### src/rtl/ram_uart_sequencer.sv
// rtl/ram_uart_sequencer.sv - packs UART bytes into SRAM words, then reads them back out to the UART
// Optional macro RAM_TIMEOUT_EN: abort to IDLE with sticky err when a done edge takes TIMEOUT cycles.
module ram_uart_sequencer #(
  parameter int unsigned WORDS     = 10,
  parameter logic [17:0] BASE_ADDR = 18'h00000,
  parameter int unsigned TIMEOUT   = 4096
) (
  input  logic        clk,
  input  logic        rst,
  input  logic        start,
  input  logic [7:0]  rx_data,
  input  logic        rx_valid,
  output logic [7:0]  tx_data,
  output logic        tx_valid,
  input  logic        tx_ready,
  output logic        ctl_en,
  output logic        ctl_we,
  output logic        ctl_re,
  output logic [17:0] ctl_addr,
  output logic [15:0] ctl_wdata,
  input  logic [15:0] ctl_rdata,
  input  logic        ctl_done,
  output logic        busy,
  output logic        err
);

  typedef enum logic [3:0] {
    S_IDLE, S_RX_LO, S_RX_HI, S_WR_REQ, S_WR_REL,
    S_RD_REQ, S_RD_REL, S_TX_LO, S_TX_HI
  } state_t;

  state_t      state, state_next;
  logic        done_m, done_s;
  logic [17:0] cnt;
  logic [15:0] rdata_q;
  logic        last_word;
  logic        load_base, step, cap_lo, cap_hi, cap_rd;

  assign last_word = (cnt == 18'(WORDS - 1));
  assign ctl_en    = (state != S_IDLE);
  assign busy      = (state != S_IDLE);

  // ctl_done comes from another clock domain; only done_s may steer the FSM
  always_ff @(posedge clk or posedge rst) begin
    if (rst) begin
      done_m <= 1'b0;
      done_s <= 1'b0;
    end else begin
      done_m <= ctl_done;
      done_s <= done_m;
    end
  end

  always_ff @(posedge clk or posedge rst) begin
    if (rst) state <= S_IDLE;
    else     state <= state_next;
  end

`ifdef RAM_TIMEOUT_EN
  localparam int TW = $clog2(TIMEOUT + 1);
  logic [TW-1:0] wait_cnt;
  logic          waiting;
  logic          timeout_hit;

  assign waiting = (state == S_WR_REQ) || (state == S_WR_REL) ||
                   (state == S_RD_REQ) || (state == S_RD_REL);

  always_ff @(posedge clk or posedge rst) begin
    if (rst)                      wait_cnt <= '0;
    else if (state_next != state) wait_cnt <= '0;
    else if (waiting)             wait_cnt <= wait_cnt + 1'b1;
  end

  always_ff @(posedge clk or posedge rst) begin
    if (rst)              err <= 1'b0;
    else if (timeout_hit) err <= 1'b1;
  end
`else
  assign err = 1'b0;
`endif

  always_comb begin
    state_next = state;
    load_base  = 1'b0;
    step       = 1'b0;
    cap_lo     = 1'b0;
    cap_hi     = 1'b0;
    cap_rd     = 1'b0;
    ctl_we     = 1'b0;
    ctl_re     = 1'b0;
    tx_valid   = 1'b0;
    tx_data    = 8'h00;
`ifdef RAM_TIMEOUT_EN
    timeout_hit = 1'b0;
`endif
    case (state)
      S_IDLE: if (start) begin
        load_base  = 1'b1;
        state_next = S_RX_LO;
      end
      S_RX_LO: if (rx_valid) begin
        cap_lo     = 1'b1;
        state_next = S_RX_HI;
      end
      S_RX_HI: if (rx_valid) begin
        cap_hi     = 1'b1;
        state_next = S_WR_REQ;
      end
      S_WR_REQ: begin
        ctl_we = 1'b1;
        if (done_s) state_next = S_WR_REL;
      end
      S_WR_REL: if (!done_s) begin
        if (last_word) begin
          load_base  = 1'b1;
          state_next = S_RD_REQ;
        end else begin
          step       = 1'b1;
          state_next = S_RX_LO;
        end
      end
      S_RD_REQ: begin
        ctl_re = 1'b1;
        if (done_s) begin
          cap_rd     = 1'b1;
          state_next = S_RD_REL;
        end
      end
      S_RD_REL: if (!done_s) state_next = S_TX_LO;
      S_TX_LO: begin
        tx_valid = 1'b1;
        tx_data  = rdata_q[7:0];
        if (tx_ready) state_next = S_TX_HI;
      end
      S_TX_HI: begin
        tx_valid = 1'b1;
        tx_data  = rdata_q[15:8];
        if (tx_ready) begin
          if (last_word) begin
            state_next = S_IDLE;
          end else begin
            step       = 1'b1;
            state_next = S_RD_REQ;
          end
        end
      end
      default: state_next = S_IDLE;
    endcase
`ifdef RAM_TIMEOUT_EN
    // a done edge that arrives on the last allowed cycle still wins over the abort
    if (waiting && (wait_cnt == TW'(TIMEOUT - 1)) && (state_next == state)) begin
      timeout_hit = 1'b1;
      ctl_we      = 1'b0;
      ctl_re      = 1'b0;
      state_next  = S_IDLE;
    end
`endif
  end

  always_ff @(posedge clk or posedge rst) begin
    if (rst) begin
      cnt       <= '0;
      ctl_addr  <= '0;
      ctl_wdata <= '0;
      rdata_q   <= '0;
    end else begin
      if (load_base) begin
        cnt      <= '0;
        ctl_addr <= BASE_ADDR;
      end else if (step) begin
        cnt      <= cnt + 18'd1;
        ctl_addr <= ctl_addr + 18'd1;
      end
      if (cap_lo) ctl_wdata[7:0]  <= rx_data;
      if (cap_hi) ctl_wdata[15:8] <= rx_data;
      if (cap_rd) rdata_q         <= ctl_rdata;
    end
  end

endmodule

### config.mk
export PLATFORM = sky130hd
export DESIGN_NAME = ram_uart_sequencer
export DESIGN_NICKNAME = d
export VERILOG_FILES = /design/src/rtl/ram_uart_sequencer.sv
export SDC_FILE = /design/constraint.sdc
export NUM_CORES = 1
export LEC_CHECK = 0
export BUFFER_PORTS_ARGS = -buffer_cell sky130_fd_sc_hd__buf_2
export CAP_MARGIN = 20
export CORE_MARGIN = 10
export CORE_UTILIZATION = 38
export DETAILED_ROUTE_END_ITERATION = 12
export GPL_TIMING_DRIVEN = 0
export HOLD_SLACK_MARGIN = 0.1
export MAX_ROUTING_LAYER = met4
export PLACE_DENSITY = 0.7
export SLEW_MARGIN = 25
export SYNTH_ARGS = -nofsm -noshare
export SYNTH_HDL_FRONTEND = slang
export SYNTH_SLANG_ARGS = --single-unit
### constraint.sdc
create_clock -name clk -period 4 [get_ports clk]
set_clock_uncertainty 0.1 [all_clocks]
set_input_delay 0.8 -clock clk [delete_from_list [all_inputs] [get_ports clk]]
set_output_delay 0.8 -clock clk [all_outputs]
set_load 0.03 [all_outputs]
==> impl_results.md <==
* Status: finished clean
* # resized after CTS at 0
* Die X at 120 µm
* Largest cells by area after synthesis: dfrtp_1 (49%), mux2_2 (9.8%), a22o_1 (3.5%)
* Clock-pin slew of the registers on the worst-case setup and hold paths at 0.08 ns
* Nets at 465
* Share of post-route cells with drive strength above 1 at 36.4%
* DP Cell Count at 554
* GR Util All Layers at 13.0%
* Crit path largest cell delay at 0.44 ns
* Worst Path Required at 3.10 ns
* Cell Chain, Critical Path: buf_2, nor4b_1, buf_2, a22o_1, buf_2
* Final WL at 9100 µm
* Post-synth EDFFs at 0
* Count of final max-slew check failures at 0
* Count of different cell masters after synthesis at 54
* Cells after synthesis at 344
* Core footprint at 9770 µm²
* Cell area after synthesis at 3800 µm²
* Leading cell type in the layout, fill and taps excluded: buf_2
* I/O Pins at 78
* Cell Rows at 36
* Critical Path End Type: output port
* # diodes at 0
* Max-Cap Viols at 0
* DRC at 0
* Buffers & Inverters on Critical Path at 3
* Top cell type's share of synthesized area at 48.7%
* GPL Wtd Cong at 0.839
* Routed Antenna Nets at 0
* Hold crit path type: register to register
* Setup TNS at 0 ns
* Die ar. at 14400 µm²
* Setup CP Type: register to output port
* Largest net degree at the start of global routing at 53
* Tmin final at 2.95 ns
* Post-Syn Area per Cell at 11.1 µm²
* Initial antenna violation count at 0
* Post-Syn Nets at 377
* Final std cells w/o fill at 570
* CTS tree: built
* Crit-path max FO at 10
* Seq/Total Area, Yosys at 48.7%
* Routed len/inst at 16.0 µm
* Die Span Y at 120 µm
* Synth warn at 0
* Arr. time, crit path at 2.05 ns
* Post-route clock period utilization at 73.7%
* Clock root buffer: clkbuf_8
* Type of origin of the critical path: register
* Depth of the CTS H-tree at 3
* FF+latch count, synth at 74
* Worst-Skew Late Latency at 0.36 ns
* CP max-delay cell: dfrtp_1
* Hold Slack at 0.267 ns
* Most used cell along the critical path: buf_2
* Endpoints failing setup at 0
* HPWL Detailed at 6550 µm
* CTS Sinks at 74
* Worst-margin pin slew at 0.620 ns
* Hold Fails Final Rpt at 0
* Most used DFF post-synth: dfrtp_1
* Most frequent cells in the layout: buf_2 (89), dfrtp_1 (74), mux2_2 (33), nor3_1 (18)
* Highest clock rate at 339 MHz
* RSZ-0062 raised after global routing: false
* Iteration-0 DRC count of the detailed router at 123
* Async set-or-reset flop fraction in the synthesized netlist at 100%
* Family with the most delay on the worst path: buffers and inverters
* Lkg Pwr at 2.26 nW
* Via density at 5.24
* Initial core utilization at 38.9%
* Worst VDD drop at 0.317 mV
* Via count at 2986
* Clock Tree Buf Depth at 2
* Area growth from synthesis to layout at 20.2%
* Pre-CTS WS at 1.46 ns
* Cell Pwr Density at 617 nW/µm²
* Global-route wire length before repair at 15000 µm
* Final WS setup at 1.05 ns
* Setup Buffers After CTS at 0
* CTS Buf Count at 9
* Number of global-route vias before repair at 3024
* I/O Buffers at 76
* TritonRoute pass-1 iters at 4
* Slew margin rel. at 58.3%
* CTS Hold Buffers Added at 0
* Total congestion overflow at 0
* Largest area contributor in the netlist: dfrtp_1
-- cell families after synthesis --
| logic type | Yosys count | synth area share [%] |
|---|---|---|
| AOI/OAI and AO/OA | 61 | 12.9 |
| xor gates and xnor gates | 9 | 2.07 |
| adders and majority gates | 3 | 0.987 |
| buffers and inverters | 30 | 4.28 |
| DFF | 74 | 48.7 |
| muxes | 36 | 10.6 |
| other | 1 | 0.0986 |
| and+or+nand+nor | 130 | 20.4 |
-- where the power goes --
part | internal, mW | switching (mW) | total, mW | leakage (nW)
Clock | 0.289 | 0.291 | 0.580 | 0.0966
Sequential | 0.953 | 0.121 | 1.07 | 0.951
Combinational | 0.449 | 0.717 | 1.17 | 1.21
Total | 1.69 | 1.13 | 2.82 | 2.26
-- routing by layer --
layer  share of wire (%)  vias to the layer above  GRT usage, %
li1                    -                     1459             -
met1                  45                     1450          15.3
met2                  49                       67          21.1
met3                 4.4                       10          3.28
met4                 1.5                        0          4.83
met5                   0                        -             -
-- area by class of cell --
cell class	instances	area [µm²]
Clock buffer	10	128
Tap cell	133	166
Timing Repair Buffer	77	408
Fill cell	920	5200
Inverter	9	36.3
Multi-Input combinational cell	240	1790
Buffer	21	129
Clock inverter	6	65.1
Sequential cell	74	1850
-- state kept, by name, summed over array words and instances (netlist names) --
signal     count
state          4
done_m         1
ctl_addr      18
done_s         1
rdata_q       16
ctl_wdata     16
cnt           18
-- stage by stage --
step / instance area [µm²] / utilization (%) / total power, mW
after global routing: 4570 / 46.8 / 3.00
after detailed placement: 4380 / 44.8 / 2.27
after floorplan: 3800 / - / 1.93
after CTS: 4570 / 46.8 / 2.85
final: 4570 / 46.8 / 2.82
after global placement: 4350 / 44.5 / 2.21
-- cells in the mapped netlist (4+ instances only) --
cell type  count
a21oi_1        5
or3_1          6
xor2_1         6
a211o_1       10
o21ai_0        4
mux2_2        33
and2_1         8
inv_1          9
nand4_1        8
dfrtp_1       74
nand3_1       15
and4_1         5
nand2_1       15
nor3_1        18
buf_2         13
and3_1        15
a221o_1        9
or2_2          4
a22o_1        15
nor2_1        10
-- path summary, 6_finish.rpt --
kind | slack, ns | from | cells past startpoint | end
max in group asynchronous | 2.95 | rst | 3 | done_s
min reg2reg | 0.27 | done_m | 0 | done_s
max | 1.05 | state[0] | 5 | tx_data[5]
min | 0.27 | done_m | 0 | done_s
max reg2reg | 1.60 | cnt[1] | 8 | ctl_addr[6]
min in group asynchronous | 0.30 | rst | 2 | ctl_wdata[14]
No activity file was read; power rests on OpenSTA's default activity.
